===== config.mk =====
export PLATFORM = sky130hd
export DESIGN_NAME = mmio_uart_tx
export DESIGN_NICKNAME = d
export VERILOG_FILES = /design/src/rtl/mmio_uart_tx.sv
export SDC_FILE = /design/constraint.sdc
export NUM_CORES = 1
export LEC_CHECK = 0
export CAP_MARGIN = 30
export CELL_PAD_IN_SITES_DETAIL_PLACEMENT = 1
export CELL_PAD_IN_SITES_GLOBAL_PLACEMENT = 1
export CORE_MARGIN = 5
export CORE_UTILIZATION = 36
export CTS_CLUSTER_SIZE = 25
export DETAILED_ROUTE_END_ITERATION = 8
export GPL_TIMING_DRIVEN = 0
export MAX_ROUTING_LAYER = met4
export PLACE_DENSITY = 0.77
export SETUP_SLACK_MARGIN = 0.5
export SKIP_CTS_REPAIR_TIMING = 1
export SYNTH_ARGS = -nofsm -noshare
export SYNTH_HDL_FRONTEND = slang
export SYNTH_SLANG_ARGS = --single-unit

===== constraint.sdc =====
create_clock -name clk -period 4 [get_ports clk]
set_input_delay 0.6 -clock clk [delete_from_list [all_inputs] [get_ports clk]]
set_output_delay 0.6 -clock clk [all_outputs]
set_load 0.05 [all_outputs]

===== src/rtl/mmio_uart_tx.sv =====
// mmio_uart_tx: memory-mapped 8N1 UART transmitter with a small TX FIFO
module mmio_uart_tx #(
   parameter logic [31:0] BASE_ADDR    = 32'h1000_0000,
   parameter int          CLKS_PER_BIT = 868,
   parameter int          FIFO_DEPTH   = 4
) (
   input  logic        clk,
   input  logic        reset,
   input  logic        we,
   input  logic [2:0]  dop,
   input  logic [31:0] dm_addr,
   input  logic [31:0] data_in,
   output logic [31:0] rdata,
   output logic        sel,
   output logic        tx,
   output logic        busy
);
   localparam int AW = $clog2(FIFO_DEPTH);
   localparam int BW = $clog2(CLKS_PER_BIT);
   localparam logic [1:0] S_IDLE = 2'd0, S_START = 2'd1, S_DATA = 2'd2, S_STOP = 2'd3;
   localparam logic [AW:0] DEPTH = (AW+1)'(FIFO_DEPTH);
   localparam logic [BW-1:0] BMAX = BW'(CLKS_PER_BIT - 1);
   logic [7:0]    r_mem [FIFO_DEPTH];
   logic [AW-1:0] r_wp, r_rp;
   logic [AW:0]   r_cnt;
   logic [1:0]    r_st;
   logic [BW-1:0] r_bcnt;
   logic [2:0]    r_bidx;
   logic [7:0]    r_shift;
   logic          r_tx, r_ovf;
   logic          w_push_req, w_clr, w_empty, w_full, w_bit_end, w_pop, w_push, w_unused;
   assign sel        = dm_addr[31:3] == BASE_ADDR[31:3];
   assign w_push_req = we & sel & ~dm_addr[2];
   assign w_clr      = we & sel & dm_addr[2];
   assign w_empty    = r_cnt == '0;
   assign w_full     = r_cnt == DEPTH;
   assign w_bit_end  = r_bcnt == '0;
   // a pop on the stop-bit end frees a slot, so a push on that edge is still accepted when full
   assign w_pop      = ~w_empty & ((r_st == S_IDLE) | ((r_st == S_STOP) & w_bit_end));
   assign w_push     = w_push_req & (~w_full | w_pop);
   assign rdata      = (sel & dm_addr[2]) ? {28'b0, r_ovf, w_full, w_empty, r_st != S_IDLE} : '0;
   assign tx         = r_tx;
   assign busy       = (r_st != S_IDLE) | ~w_empty;
   assign w_unused   = ^{dop, data_in[31:8], dm_addr[1:0]};
   always_ff @(posedge clk)
      if (w_push) r_mem[r_wp] <= data_in[7:0];
   always_ff @(posedge clk) begin
      if (reset) begin
         r_wp  <= '0;
         r_rp  <= '0;
         r_cnt <= '0;
         r_ovf <= 1'b0;
      end else begin
         if (w_push) r_wp <= r_wp + AW'(1);
         if (w_pop) r_rp <= r_rp + AW'(1);
         r_cnt <= r_cnt + (AW+1)'(w_push) - (AW+1)'(w_pop);
         r_ovf <= (w_push_req & ~w_push) | (r_ovf & ~w_clr);
      end
   end
   always_ff @(posedge clk) begin
      if (reset) begin
         r_st    <= S_IDLE;
         r_tx    <= 1'b1;
         r_bcnt  <= '0;
         r_bidx  <= '0;
         r_shift <= '0;
      end else begin
         case (r_st)
            S_IDLE:
               if (w_pop) begin
                  r_st    <= S_START;
                  r_shift <= r_mem[r_rp];
                  r_bcnt  <= BMAX;
                  r_tx    <= 1'b0;
               end
            S_START:
               if (!w_bit_end) r_bcnt <= r_bcnt - BW'(1);
               else begin
                  r_st   <= S_DATA;
                  r_bidx <= '0;
                  r_bcnt <= BMAX;
                  r_tx   <= r_shift[0];
               end
            S_DATA:
               if (!w_bit_end) r_bcnt <= r_bcnt - BW'(1);
               else begin
                  r_bcnt <= BMAX;
                  if (r_bidx == 3'd7) begin
                     r_st <= S_STOP;
                     r_tx <= 1'b1;
                  end else begin
                     r_bidx  <= r_bidx + 3'd1;
                     r_shift <= r_shift >> 1;
                     r_tx    <= r_shift[1];
                  end
               end
            S_STOP:
               if (!w_bit_end) r_bcnt <= r_bcnt - BW'(1);
               else if (w_pop) begin
                  r_st    <= S_START;
                  r_shift <= r_mem[r_rp];
                  r_bcnt  <= BMAX;
                  r_tx    <= 1'b0;
               end else r_st <= S_IDLE;
         endcase
      end
   end
endmodule


==> summary.md <==
| Metric | Value |
|---|---|
| Seq pwr share | 0.412 |
| Final Instance Count excl. Fillers | 543 |
| Io pins | about 110 |
| Nets | 491 |
| Clock Skew | 0.01639 ns |
| Vias | around 2.6k |
| Final Setup Violations | 0 |
| Worst-path clk slew | 0.07 ns |
| Clk sink count | 66 |
| Mapped Cells | 319 |
| Slew @ Worst Pin | 0.8135 ns |
| Top Layer Used | met4 |
| Avg WL per Cell | 15.44 um |
| Req. time, crit path | around 3.4 ns |
| Clk buf depth | 2 |
| Met2 wire len | 4400 um |
| Vias in the first global route | roughly 2.8k |
| Kind of critical path | primary input to primary output |
| Clock network power share | 0.315 |
| Met1 wire length | approximately 3600 um |
| Synth warn | 0 |
| Antenna cell count | 0 |
| FMAX | between 200 and 300 MHz |
| Mean Syn Cell Area | 10.96 um2 |
| TritonRoute pass-1 iters | 4 |
| Sw Pwr | 0.6014 mW |
| Clk_lat worst skew | 0.34 ns |
| Dominant synthesized flop cell | dfxtp_1 |
| Gr usage total | 0.1523 |
| Dpl cells | 526 |
| Worst EP arrival | 2.80 ns |
| Worst hold slack | 0.4952 ns |
| Final Hold Viols | 0 |
| Area of the multi-input gates | roughly 1700 um2 |
| Worst setup SP type | primary input |
| CTS Root Cell | clkbuf_8 |
| Worst vdd rail ir drop | 0.3978 mV |
| Int Pwr | 1.199 mW |
| Starting density of the core | 0.3628 |
| Placement Cell Area | 4250 um2 |
| Total Wirelength | 8382 um |
| Final non-filler cell area | ~4500 um2 |
| Commonest non-fill, non-tap cell in the layout | clkdlybuf4s50_1 |
| Comb pwr share | 0.273 |
| FF+latch area | 1642 um2 |
| Crit path time final | 3.404 ns |
| Rel. slew slack | 0.4535 |
| Slew Limit Fails | 0 |
| Std cell rows | 36 |
| Met3 WL | 279 um |
| Seq/Total Area, Yosys | 0.4694 |
| Max Cap Viol | 0 |
| Core area | 9639 um2 |
| Via/cell ratio | roughly 4.8 |
| Switching Share | 0.3340 |
| H-tree depth | 3 |
| Design Power | about 1.8 mW |
| Yosys reg bits | 66 |
| P per Cell Area | approximately 400 nW/um2 |
| Filler Cells Inserted | ~1.1k |
| Critical path fanouts, max | 5 |
| Layout cells sized above 1 | 0.1683 |
| First-pass GRT wire length | approximately 14000 um |
| Largest net degree at the start of global routing | 14 |
| Most frequent cells in the layout | 43 x clkdlybuf4s50_1, 34 x dfxtp_1, 32 x edfxtp_1 |
| Worst Setup End Kind | primary output |
| Post-Syn Area | between 3000 and 4000 um2 |
| Grt ovf | 0 |
| Status | finished, final reports clean |
| Die W | 108.6 um |
| Distinct cells, synth | 54 |
| Die footprint | 11790 um2 |
| Area growth from synthesis to layout | 28.34% |
| CTS tree | built |
| Detailed placer's ending HPWL | around 6400 um |
| Leak | about 1.8 nW |
| CTS buffer count | 9 |
| Unrepaired setup endpoints after global routing | true |
| ANT nets after route | 0 |
| # DRC | 0 |
| Hold Path Class | flip-flop to flip-flop |
| Number of port buffers | 47 |
| DRT iter0 DRCs | 67 |
| Post-synth EDFFs | 32 |
| Die height | 108.6 um |
| Initial antenna violation count | 0 |
| Placer Congestion | 0.8478 |
| Crit share post-route | 0.8510 |
| Async set or reset register ratio after synthesis | 0 |
| Setup_tns | 0 ns |
## power by group through the flow
stage	clock network, mW	registers (mW)	logic [mW]
after floorplan	0	0.771	0.335
after global placement	0	0.757	0.475
after detailed placement	0	0.757	0.484
after CTS	0.586	0.742	0.486
after global routing	0.621	0.745	0.535
final	0.568	0.742	0.491
## state kept, by name (all words and copies together) (netlist names), named ones only
| register | cells |
|---|---|
| r_bcnt | 10 |
| r_bidx | 3 |
| r_cnt | 3 |
| r_mem | 32 |
| r_ovf | 1 |
| r_rp | 2 |
| r_shift | 8 |
| r_st | 2 |
| r_wp | 2 |
| tx | 1 |
## logic make-up after synthesis
| family | after synthesis | synth area share |
|---|---|---|
| compound gates | 59 | 0.1166 |
| xor+xnor | 7 | 0.01753 |
| fa+ha+maj | 16 | 0.05939 |
| buf+inv | 52 | 0.08873 |
| flops | 66 | 0.4694 |
| mux | 19 | 0.08301 |
| other cells | 1 | 0.001072 |
| simple gates | 99 | 0.1642 |
## per-layer routing
layer / up-vias / GRT usage
met1: 1262 / 0.1659
met3: 10 / 0.03284
li1: 1299 / -
met5: - / -
met4: 0 / 0.04058
met2: 43 / 0.2793
## stage by stage
step	setup slack, ns	util
final	0.5961	0.4656
after global routing	0.4042	0.4656
after CTS	0.1772	0.4617
after detailed placement	0.1772	0.4409
after global placement	0.2899	0.4409
after floorplan	0.6034	-
## cell usage after synthesis (4+ instances only)
library cell / instances / area share
dfxtp_1: 34 / 0.19
edfxtp_1: 32 / 0.27
nor2_1: 29 / 0.031
buf_4: 28 / 0.060
a21oi_1: 18 / 0.026
ha_1: 15 / 0.054
inv_1: 11 / 0.012
mux2i_1: 11 / 0.031
clkbuf_1: 9 / 0.0097
nand2_1: 9 / 0.0097
nor4_1: 9 / 0.016
a211oi_1: 8 / 0.017
mux4_2: 8 / 0.052
and3_1: 7 / 0.013
nor3_1: 6 / 0.0086
nand2b_1: 5 / 0.0089
o21ai_1: 5 / 0.0072
xnor2_1: 5 / 0.013
a31oi_1: 4 / 0.0072
nand4_1: 4 / 0.0072
o22ai_1: 4 / 0.0072
or3_1: 4 / 0.0072
## worst paths after layout
| path | from | end | slack, ns | cells past startpoint |
|---|---|---|---|---|
| worst max-delay path | dm_addr[4] | rdata[2] | 0.60 | 7 |
| worst min-delay path | r_shift[7] | r_shift[7] | 0.50 | 2 |
| worst max register to register | r_st[1] | r_cnt[2] | 0.63 | 15 |
| worst min register to register | r_shift[7] | r_shift[7] | 0.50 | 2 |
## critical path, cell delays in order
cell             delay (ns)
clkdlybuf4s50_1        0.44
nor4_2                 0.31
nand4_1                0.20
nor2_1                 0.31
nand2_1                0.19
nor4b_4                0.28
dlymetal6s2s_1         0.47
## cell type report
| class | count | share of cell area |
|---|---|---|
| Buffer | 41 | 0.06022 |
| Clock buffer | 9 | 0.02760 |
| Clock inverter | 7 | 0.01701 |
| Inverter | 11 | 0.009200 |
| Multi-Input combinational cell | 228 | 0.3744 |
| Sequential cell | 66 | 0.3658 |
| Tap cell | 133 | 0.03708 |
| Timing Repair Buffer | 48 | 0.1087 |
(Power assumes the default switching activity.)
